## src/rtl/data_path_muxs_pkg.sv

```systemverilog
// Shared types for the pipeline controller.
//   regbits_t    : 5-bit register index used in hazard compares
//   pipe_state_t : controller state (RUN, DRAIN, HALTED)
//   run_rule_t   : which RUN-state priority rule decided the current cycle
package data_path_muxs_pkg;

    typedef logic [4:0] regbits_t;

    typedef enum logic [1:0] {
        RUN    = 2'd0,
        DRAIN  = 2'd1,
        HALTED = 2'd2
    } pipe_state_t;

    typedef enum logic [2:0] {
        R_HALT,
        R_MEM_WAIT,
        R_REDIRECT,
        R_LOAD_USE,
        R_FETCH_MISS,
        R_NORMAL
    } run_rule_t;

    // A load in EX whose destination feeds either source operand in ID.
    // Register 0 never creates a dependency.
    function automatic logic load_use_hazard(
        input logic     ren_ex,
        input logic     wen_ex,
        input regbits_t rt_ex,
        input regbits_t rs_id,
        input regbits_t rt_id
    );
        return ren_ex && wen_ex && (rt_ex != '0) &&
               ((rt_ex == rs_id) || (rt_ex == rt_id));
    endfunction

endpackage

```

## src/rtl/sat_counter.sv

```systemverilog
// Saturating up-counter: counts up to all-ones and holds there.
//   CLK   : clock, rising edge
//   nRST  : asynchronous active-low reset (clears count)
//   inc   : increment request this cycle
//   count : current value
module sat_counter #(
    parameter int unsigned W = 32
) (
    input  logic         CLK,
    input  logic         nRST,
    input  logic         inc,
    output logic [W-1:0] count
);

    always_ff @(posedge CLK or negedge nRST) begin
        if (!nRST) begin
            count <= '0;
        end else if (inc && (count != '1)) begin
            count <= count + W'(1);
        end
    end

endmodule

```

## src/rtl/pipeline_controller.sv

```systemverilog
// Stall/flush sequencer for the five-stage pipeline.
// Inputs : CLK, nRST, cache handshakes (ihit, dhit), MEM-stage data request
//          (dmemREN_EX_MEM, dmemWEN_EX_MEM), redirect_EX_MEM, load-use operands
//          (dmemREN_ID_EX, WEN_ID_EX, Rt_ID_EX, Rs_IF_ID, Rt_IF_ID), halt_EX_MEM.
// Outputs: pc_enable, enable_*/flush_* per stage register, state, and three
//          saturating event counters (stall_cycles, load_use_bubbles,
//          redirect_flushes).
module pipeline_controller
    import data_path_muxs_pkg::*;
#(
    parameter int unsigned CNT_W = 32
) (
    input  logic             CLK,
    input  logic             nRST,
    input  logic             ihit,
    input  logic             dhit,
    input  logic             dmemREN_EX_MEM,
    input  logic             dmemWEN_EX_MEM,
    input  logic             redirect_EX_MEM,
    input  logic             dmemREN_ID_EX,
    input  logic             WEN_ID_EX,
    input  regbits_t         Rt_ID_EX,
    input  regbits_t         Rs_IF_ID,
    input  regbits_t         Rt_IF_ID,
    input  logic             halt_EX_MEM,
    output logic             pc_enable,
    output logic             enable_IF_ID,
    output logic             enable_ID_EX,
    output logic             enable_EX_MEM,
    output logic             enable_MEM_WB,
    output logic             flush_IF_ID,
    output logic             flush_ID_EX,
    output logic             flush_EX_MEM,
    output logic             flush_MEM_WB,
    output pipe_state_t      state,
    output logic [CNT_W-1:0] stall_cycles,
    output logic [CNT_W-1:0] load_use_bubbles,
    output logic [CNT_W-1:0] redirect_flushes
);

    pipe_state_t next_state;
    run_rule_t   rule;
    logic        dreq;
    logic        hazard;
    logic        inc_stall, inc_load_use, inc_redirect;

    assign dreq   = dmemREN_EX_MEM || dmemWEN_EX_MEM;
    assign hazard = load_use_hazard(dmemREN_ID_EX, WEN_ID_EX, Rt_ID_EX, Rs_IF_ID, Rt_IF_ID);

    // Priority decode of the RUN-state rules; first match wins.
    always_comb begin
        rule = R_NORMAL;
        if (halt_EX_MEM && (!dreq || dhit)) rule = R_HALT;
        else if (dreq && !dhit)             rule = R_MEM_WAIT;
        else if (redirect_EX_MEM)           rule = R_REDIRECT;
        else if (hazard)                    rule = R_LOAD_USE;
        else if (!ihit)                     rule = R_FETCH_MISS;
    end

    always_ff @(posedge CLK or negedge nRST) begin
        if (!nRST) state <= RUN;
        else       state <= next_state;
    end

    always_comb begin
        next_state    = state;
        pc_enable     = 1'b0;
        enable_IF_ID  = 1'b0;
        enable_ID_EX  = 1'b0;
        enable_EX_MEM = 1'b0;
        enable_MEM_WB = 1'b0;
        flush_IF_ID   = 1'b0;
        flush_ID_EX   = 1'b0;
        flush_EX_MEM  = 1'b0;
        flush_MEM_WB  = 1'b0;
        unique case (state)
            RUN: begin
                unique case (rule)
                    R_HALT: begin
                        enable_MEM_WB = 1'b1;
                        flush_IF_ID   = 1'b1;
                        flush_ID_EX   = 1'b1;
                        flush_EX_MEM  = 1'b1;
                        next_state    = DRAIN;
                    end
                    R_MEM_WAIT: begin
                        flush_MEM_WB  = 1'b1;
                    end
                    R_REDIRECT: begin
                        pc_enable     = 1'b1;
                        enable_IF_ID  = 1'b1;
                        enable_ID_EX  = 1'b1;
                        enable_EX_MEM = 1'b1;
                        enable_MEM_WB = 1'b1;
                        flush_IF_ID   = 1'b1;
                        flush_ID_EX   = 1'b1;
                        flush_EX_MEM  = 1'b1;
                    end
                    R_LOAD_USE: begin
                        // ID/EX enable is moot: its flush inserts the bubble.
                        enable_ID_EX  = 1'b1;
                        enable_EX_MEM = 1'b1;
                        enable_MEM_WB = 1'b1;
                        flush_ID_EX   = 1'b1;
                    end
                    R_FETCH_MISS: begin
                        enable_ID_EX  = 1'b1;
                        enable_EX_MEM = 1'b1;
                        enable_MEM_WB = 1'b1;
                        flush_IF_ID   = 1'b1;
                    end
                    default: begin
                        pc_enable     = 1'b1;
                        enable_IF_ID  = 1'b1;
                        enable_ID_EX  = 1'b1;
                        enable_EX_MEM = 1'b1;
                        enable_MEM_WB = 1'b1;
                    end
                endcase
            end
            DRAIN: begin
                enable_MEM_WB = 1'b1;
                next_state    = HALTED;
            end
            default: next_state = HALTED;
        endcase
        // Outputs are held quiet for the whole reset assertion, not just the edge.
        if (!nRST) begin
            pc_enable     = 1'b0;
            enable_IF_ID  = 1'b0;
            enable_ID_EX  = 1'b0;
            enable_EX_MEM = 1'b0;
            enable_MEM_WB = 1'b0;
            flush_IF_ID   = 1'b0;
            flush_ID_EX   = 1'b0;
            flush_EX_MEM  = 1'b0;
            flush_MEM_WB  = 1'b0;
        end
    end

    // A stall is any non-halt RUN cycle that holds the PC.
    assign inc_stall    = (state == RUN) && (rule inside {R_MEM_WAIT, R_LOAD_USE, R_FETCH_MISS});
    assign inc_load_use = (state == RUN) && (rule == R_LOAD_USE);
    assign inc_redirect = (state == RUN) && (rule == R_REDIRECT);

    sat_counter #(.W(CNT_W)) u_stall_cnt (
        .CLK(CLK), .nRST(nRST), .inc(inc_stall), .count(stall_cycles)
    );

    sat_counter #(.W(CNT_W)) u_load_use_cnt (
        .CLK(CLK), .nRST(nRST), .inc(inc_load_use), .count(load_use_bubbles)
    );

    sat_counter #(.W(CNT_W)) u_redirect_cnt (
        .CLK(CLK), .nRST(nRST), .inc(inc_redirect), .count(redirect_flushes)
    );

endmodule

```

## config.mk

```make
export PLATFORM = sky130hd
export DESIGN_NAME = pipeline_controller
export DESIGN_NICKNAME = d
export VERILOG_FILES = /design/src/rtl/data_path_muxs_pkg.sv /design/src/rtl/sat_counter.sv /design/src/rtl/pipeline_controller.sv
export SDC_FILE = /design/constraint.sdc
export NUM_CORES = 1
export LEC_CHECK = 0
export ABC_AREA = 1
export CORE_MARGIN = 2
export CORE_UTILIZATION = 49
export CTS_BUF_LIST = sky130_fd_sc_hd__clkbuf_4
export CTS_CLUSTER_SIZE = 16
export DETAILED_ROUTE_END_ITERATION = 6
export PLACE_DENSITY = 0.77
export SYNTH_ARGS = -nofsm -noshare
export SYNTH_HDL_FRONTEND = slang
export SYNTH_SLANG_ARGS = --single-unit
export TNS_END_PERCENT = 5
```

## constraint.sdc

```tcl
create_clock -name CLK -period 2.4 [get_ports CLK]
set_input_delay 0.72 -clock CLK [delete_from_list [all_inputs] [get_ports CLK]]
set_output_delay 0.72 -clock CLK [all_outputs]
set_load 0.02 [all_outputs]
```

==> out/metrics.csv, run 1 <==
metric;value;unit
Core Area;13100;sq um
Overflow after GRT;0;
Mapped Cells;944;
max-slew violations;0;
Fin. Hold Viols;0;
most frequent cells in the layout;nand2_1 (325), clkdlybuf4s50_1 (99), inv_1 (89), dfrtp_1 (86), nand3_1 (75);
placed inst area;8350;sq um
dpl hpwl;14500;um
simple-gate area share of the yosys netlist;0.417;
Ports;132;
Initial Util;0.498;
first-pass GRT wire length;30300;um
Core Util, Final;0.657;
Final Critical Period;2740;ps
post-synthesis mux area share;0;
RePlAce Congestion;0.990;
clk buf depth;2;
fin area;8630;sq um
post-synth net total;972;
Worst Max-Slew Pin Slew;750;ps
vias;6717;
Yosys reg bits;98;
most common cell after layout, fill and taps aside;nand2_1;
Leak;4.01;nW
Synth Area in Adders;0.00574;
DIE WIDTH;120;um
Synth Area in Compound Gates;0.0208;
CP max FO;4;
worst path required time;1680;ps
sequential element share of the synthesized area;0.375;
first drt pass iteration count;5;
final WL;19000;um
synthesized area per cell;6.93;sq um
global-route usage over all layers;0.265;
Layout Skew;10.3;ps
Vias/cell;5.21;
Critical Path End Type;output port;
Max Clk Rate;0.365;GHz
RSZ-0062 raised after global routing;yes;
Hold Crit Class;input port to asynchronous set/reset pin;
drt drc;0;
failing checks;setup timing;
Die H;120;um
cell count after placement;1271;
CTS tree;done;
Clk pin slew, worst setup/hold paths;150;ps
cts bufs inserted;9;
Setup TNS;-1870;ps
Root Driver;clkbuf_4;
# H-tree levels;3;
Worst VDD drop;472;uV
xor/xnor share of the synthesized area;0.100;
largest net degree at the start of global routing;59;
n_diodes;0;
Netlist Area Pre-Place;6550;sq um
non-filler cells in the finished layout;1289;
Maximum Capacitance Violations;0;
Total Die Area;14300;sq um
Unique masters post-synth;32;
CP startpoint kind;input port;
Pwr Density;478;nW/um^2
Clock Latency Late Sink;470;ps
Syn. warnings;0;
Critical Path AT;2020;ps
status;finished with violations;
Slew HR;0.500;
Nets;1136;
initial antenna violation count;0;
kind of critical path;input port to output port;
endpoints failing setup;8;
initial DRC count;442;
Final Cycle Share;1.14;
vias in the first global route;6051;
CTS sink count;98;
Hold Slack;216;ps
area grow syn2layout;31.8;%
Wirelength per Cell;14.7;um
num rows;42;
port bufs;131;
post-layout worst setup margin;-339;ps
largest family of logic cells by synthesized area;simple AND/OR/NAND/NOR gates;
share of post-route cells with drive strength above 1;0.137;
DRT antenna net count;0;
-- state kept, by name, summed over array words and instances (netlist names) --
name                  cells
state                     2
u_redirect_cnt.count     32
u_load_use_cnt.count     32
u_stall_cnt.count        32
-- through the flow --
stage	power, mW	setup WS (ps)
final	4.12	-339
after global routing	4.33	-402
after CTS	4.11	-357
after detailed placement	3.14	-1340
after global placement	3.12	-1320
after floorplan	2.56	-110
-- report_power, final --
| part | total, mW | switching, mW | internal, mW |
|---|---|---|---|
| Sequential | 1.94 | 0.159 | 1.79 |
| Clock | 0.989 | 0.578 | 0.411 |
| Combinational | 1.19 | 0.694 | 0.495 |
-- metal layers --
metal	track usage	up-vias	share of wire	routed length [um]
li1	-	3354	-	-
met1	0.361	3093	0.44	8320
met2	0.428	241	0.47	8990
met3	0.0494	29	0.068	1290
met4	0.0860	0	0.021	403
met5	0	-	0	0
-- kinds of logic after synthesis --
family / Yosys count
adder cells (fa/ha/maj): 3
flip-flops: 98
buffers and inverters: 124
XOR/XNOR: 75
AO/OA/AOI/OAI: 26
AND/OR/NAND/NOR: 618
-- cells in the mapped netlist (all sizes together) --
cell type  instances  area share
inv               99       0.057
nand3b             5      0.0057
nand2            341        0.20
nor4              22       0.022
nor3              52       0.041
nand4             28       0.027
nor3b              1      0.0011
dfrtp             98        0.37
o21bai             1      0.0011
buf               21       0.022
o21ai             22       0.017
clkbuf             4      0.0023
nand3             81       0.068
ha                 3      0.0057
a21oi              3      0.0029
nor2              88       0.054
xor2              53       0.071
xnor2             22       0.029
-- path summary, 6_finish.rpt --
check | from | endpoint | slack (ps) | depth (start not counted)
hold reg to reg | u_load_use_cnt.count[13] | u_load_use_cnt.count[13] | 540 | 2
max in group asynchronous | nRST | u_stall_cnt.count[0] | 1420 | 2
min in group CLK | u_load_use_cnt.count[13] | u_load_use_cnt.count[13] | 540 | 2
setup / recovery | Rt_ID_EX[3] | pc_enable | -340 | 13
hold / removal | nRST | u_load_use_cnt.count[10] | 220 | 2
setup reg to reg | u_stall_cnt.count[0] | u_stall_cnt.count[3] | 210 | 11
-- final cells by class --
cell class | instances | area (sq um)
Multi-Input combinational cell | 722 | 3680
Tap cell | 176 | 220
Fill cell | 1154 | 4510
Clock inverter | 7 | 83.8
Clock buffer | 9 | 67.6
Inverter | 99 | 384
Sequential cell | 98 | 2470
Timing Repair Buffer | 178 | 1720
-- worst max-delay path, cell delays in order --
cell and delay [ps]:
buf_6 90, inv_2 30, nand2_1 50, nand2_1 60
nor2_1 110, nand3_1 100, nand2_2 90, nand2_4 80
a21oi_4 240, nor2_4 90, a21oi_4 150, nor2_4 60
buf_6 130
-- timing repair --
item,in CTS,in global routing
hold buffers,0,0
setup buffers,1,1
setup endpoints to repair,48,36
gates resized for setup,120,51
pin swaps,27,25
No activity file was read; power rests on OpenSTA's default activity.
==> inputs of run 2 (changes only) <==
Settings changed: CORE_MARGIN 2 to 1.
==> run 2 against run 1 <==
Effect of this change: the run still ends with setup timing left; global-route usage grew 2.3 points; via count grew 0.13%; die area decreased by 3.3%; register-to-register slack better by 60 ps; routed wire length rose by 1.4%; worst hold slack improved by 94 ps; maximum frequency up 1.6%; largest power group unchanged.
==> out/metrics.csv, run 2 (synthesis results as in run 1) <==
metric;value;unit
status;finished with violations;
failing checks;setup timing;
Worst VDD drop;321;uV
multi-input logic area;3670;sq um
endpoints failing setup;7;
drt drc;0;
CP max stage cell;clkdlybuf4s50_1;
share of post-route cells with drive strength above 1;0.144;
Maximum Capacitance Violations;0;
Vias/cell;5.23;
Tot Pwr;4.00;mW
Leak;3.97;nW
M1 wire length;8560;um
dpl hpwl;14900;um
most frequent cells in the layout;nand2_1 (329), clkdlybuf4s50_1 (100), inv_1 (87), dfrtp_1 (78), nand3_1 (75);
Final Cycle Share;1.12;
Layout Skew;9.10;ps
CP startpoint kind;input port;
cell family with most CP delay;buffers and inverters;
worst path required time;1680;ps
Met3 Wirelength;1050;um
initial DRC count;430;
reg2reg setup slack;270;ps
Worst Max-Slew Pin Slew;643;ps
initial antenna violation count;1;
RePlAce Congestion;1.02;
Overflow after GRT;0;
Total Die Area;13800;sq um
DIE WIDTH;118;um
clk buf depth;2;
biggest registers after layout;u_load_use_cnt.count: 32 flops, u_redirect_cnt.count: 32 flops, u_stall_cnt.count: 32 flops;
Clock Latency Late Sink;480;ps
Wirelength per Cell;15.0;um
port bufs;131;
Critical Path AT;1980;ps
worst-path cell chain;clkdlybuf4s50_1 > inv_1 > a21oi_4 > nor2_4 > a21oi_2 > nor2_4 > buf_6;
kind of critical path;input port to output port;
first-pass GRT wire length;31700;um
Register Area;2480;sq um
first drt pass iteration count;6;
hold_buf cts;0;
Die H;118;um
CP max FO;3;
DR WL met2;9080;um
max-slew violations;0;
global-route usage over all layers;0.288;
DR top layer;met4;
Fin. Hold Viols;0;
max incr delay on CP;510;ps
Pwr Density;464;nW/um^2
Slew HR;0.567;
Initial Util;0.510;
CTS sink count;98;
Core Util, Final;0.671;
Layout fillers;1160;
most common cell after layout, fill and taps aside;nand2_1;
# H-tree levels;3;
area grow syn2layout;31.5;%
Crit path top cell by count;nor2_4;
vias in the first global route;6307;
RSZ-0062 raised after global routing;yes;
DRT antenna net count;0;
Final Critical Period;2700;ps
CTS tree;done;
fin area;8610;sq um
Root Driver;clkbuf_4;
final WL;19300;um
Nets;1137;
largest net degree at the start of global routing;41;
Critical Path End Type;output port;
placed inst area;8330;sq um
Hold Crit Class;input port to asynchronous set/reset pin;
Ports;132;
Clk pin slew, worst setup/hold paths;140;ps
post-layout worst setup margin;-295;ps
cts bufs inserted;9;
Core Area;12800;sq um
vias;6726;
worst path bufs/invs;3;
Max Clk Rate;0.371;GHz
num rows;41;
==> run 2: cell type report <==
cell class	count	share of cell area
Clock inverter	7	0.00698
Antenna cell	1	0.000291
Tap cell	172	0.0250
Sequential cell	98	0.288
Clock buffer	9	0.00785
Timing Repair Buffer	179	0.201
Inverter	99	0.0449
Multi-Input combinational cell	722	0.426
==> run 2: worst paths after layout <==
kind	depth (start not counted)	start	endpoint
setup / recovery	7	ihit	enable_IF_ID
min in group CLK	2	u_redirect_cnt.count[15]	u_redirect_cnt.count[15]
max in group asynchronous	2	nRST	u_stall_cnt.count[28]
hold / removal	2	nRST	state[1]
hold reg to reg	2	u_redirect_cnt.count[15]	u_redirect_cnt.count[15]
setup reg to reg	11	u_stall_cnt.count[0]	u_stall_cnt.count[11]
==> run 2: routing by layer <==
layer / track usage / vias up
li1: - / 3360
met1: 0.379 / 3102
met2: 0.472 / 227
met3: 0.0402 / 37
met4: 0.126 / 0
met5: 0 / -
==> run 2: metrics by stage <==
step	setup TNS, ps	cells	setup slack (ps)	hold WS (ps)
CTS	-1760	1286	-318	307
global route	-2370	1287	-381	339
floorplan	-164	944	-110	424
detailed placement	-58000	1266	-1350	512
finish	-1740	1287	-295	311
global placement	-51640	1266	-1320	506
==> run 2: timing repair <==
item,CTS,global route
setup endpoints to repair,51,22
hold endpoints to repair,0,0
resized for setup,143,41
pin swaps,30,22
buffers inserted,4,0
==> run 2: where the power goes <==
group	internal [mW]	switching, mW	total (mW)
clock network	0.306	0.568	0.874
registers	1.79	0.176	1.96
logic	0.489	0.673	1.16
==> inputs of run 3 (changes only) <==
Settings changed: SETUP_SLACK_MARGIN set to 0.02.
==> run 3 against run 2 <==
Effect of this change: the flow still finishes with violations (setup timing); clock skew rose by 6.2 ps; clock power rose by 0.8%; highest routed layer unchanged; core utilization barely moved; largest cell class unchanged.
==> out/metrics.csv, run 3 (synthesis results as in run 1) <==
metric;value;unit
status;finished with violations;
failing checks;setup timing;
first drt pass iteration count;5;
Final Critical Period;2700;ps
Seq pwr share;0.491;
# H-tree levels;3;
Gate power share;0.289;
final WL;19300;um
most frequent cells in the layout;nand2_1 (329), clkdlybuf4s50_1 (90), inv_1 (87), dfrtp_1 (78), nand3_1 (75);
CP max FO;3;
Leak;4.10;nW
num rows;41;
dpl ws;-1350;ps
Wirelength per Cell;15.0;um
initial antenna violation count;1;
clock share of power;0.220;
Die H;118;um
worst path required time;1680;ps
biggest registers after layout;u_load_use_cnt.count: 32 flops, u_redirect_cnt.count: 32 flops, u_stall_cnt.count: 32 flops;
dpl hpwl;14900;um
global-route usage over all layers;0.288;
Clock Latency Late Sink;480;ps
Final Cycle Share;1.12;
Ports;132;
Overflow after GRT;0;
Maximum Capacitance Violations;0;
Worst Max-Slew Pin Slew;592;ps
Slew HR;0.602;
port bufs;131;
DRT antenna net count;0;
CTS tree;done;
Critical Path End Type;output port;
vias in the first global route;6307;
first-pass GRT wire length;31700;um
hold_buf cts;0;
Core Area;12800;sq um
RSZ-0062 raised after global routing;yes;
Total Die Area;13800;sq um
post-layout worst setup margin;-299;ps
Switch Pwr;1.42;mW
Vias/cell;5.24;
kind of critical path;input port to output port;
internal cell power;2.58;mW
Root Driver;clkbuf_4;
DIE WIDTH;118;um
Clk pin slew, worst setup/hold paths;150;ps
drt drc;0;
most common cell after layout, fill and taps aside;nand2_1;
clk buf depth;2;
vias;6745;
share of post-route cells with drive strength above 1;0.143;
CP startpoint kind;input port;
Initial Util;0.510;
Fin. Hold Viols;0;
Max Clk Rate;0.371;GHz
cts bufs inserted;9;
Worst VDD drop;285;uV
CTS sink count;98;
Tot Pwr;4.00;mW
Pwr Density;464;nW/um^2
largest net degree at the start of global routing;41;
Layout Skew;15.3;ps
endpoints failing setup;7;
Sw Ratio;0.356;
initial DRC count;413;
area grow syn2layout;31.6;%
Nets;1137;
RePlAce Congestion;1.02;
Critical Path AT;1980;ps
Hold Crit Class;input port to asynchronous set/reset pin;
max-slew violations;0;
## run 3: changes by cell type in the layout (fill, tap and decap cells not counted), sizes merged
| cell | previous run | this run |
|---|---|---|
| clkdlybuf4s50 | 100 | 90 |
| dlygate4sd2 | 6 | 10 |
| dlymetal6s2s | 0 | 6 |
## run 3: stage by stage
stage / util / TNS, ps / cell area [sq um] / std cells / hold slack, ps
2_1_floorplan: - / -164 / 6570 / 944 / 424
3_3_place_gp: 0.649 / -51640 / 8330 / 1266 / 506
3_5_place_dp: 0.649 / -58000 / 8330 / 1266 / 512
4_1_cts: 0.662 / -1760 / 8490 / 1286 / 307
5_1_grt: 0.672 / -2370 / 8620 / 1287 / 331
6_report: 0.672 / -1780 / 8620 / 1287 / 298
## run 3: what timing repair did
action,CTS,global route
buffers inserted,4,0
endpoints found under the setup margin,72,25
pin swaps,30,22
gates cloned,0,0
gates resized for setup,151,42
endpoints found under the hold margin,0,0
## run 3: path summary, 6_finish.rpt
check | startpoint | endpoint | slack [ps] | cells after the start
max | ihit | enable_IF_ID | -300 | 7
min | nRST | state[1] | 300 | 2
max reg2reg | u_load_use_cnt.count[3] | u_load_use_cnt.count[17] | 250 | 9
min reg2reg | u_redirect_cnt.count[15] | u_redirect_cnt.count[15] | 540 | 2
max in group asynchronous | nRST | u_stall_cnt.count[14] | 1670 | 2
min in group CLK | u_redirect_cnt.count[15] | u_redirect_cnt.count[15] | 540 | 2
## run 3: area by class of cell
type | count | area [sq um]
repair buffers | 179 | 1740
well taps | 172 | 215
diodes | 1 | 2.50
clock inverters | 7 | 60.1
clock buffers | 9 | 67.6
inverters | 99 | 387
multi-input cells | 722 | 3660
flip-flops and latches | 98 | 2480
fillers | 1155 | 4210
## run 3: routing by layer
metal  GRT usage  wire length, um  vias to the layer above
li1            -                -                     3355
met2       0.472             9120                      234
met3      0.0402              971                       35
met1       0.379             8660                     3121
met4       0.126              569                        0
met5           0                0                        -
## run 3: worst max-delay path: stages
cell and delay, ps:
clkdlybuf4s50_1 510, inv_1 110, a21oi_4 220, nor2_4 70
a21oi_2 150, nor2_4 60, buf_6 130
## run 3: power by group through the flow
| stage | logic, mW | clock network [mW] | registers, mW |
|---|---|---|---|
| finish | 1.16 | 0.881 | 1.96 |
| global route | 1.26 | 0.966 | 1.99 |
| CTS | 1.15 | 0.899 | 1.96 |
| detailed placement | 1.13 | 0 | 1.99 |
| global placement | 1.12 | 0 | 1.98 |
| floorplan | 0.433 | 0 | 2.12 |
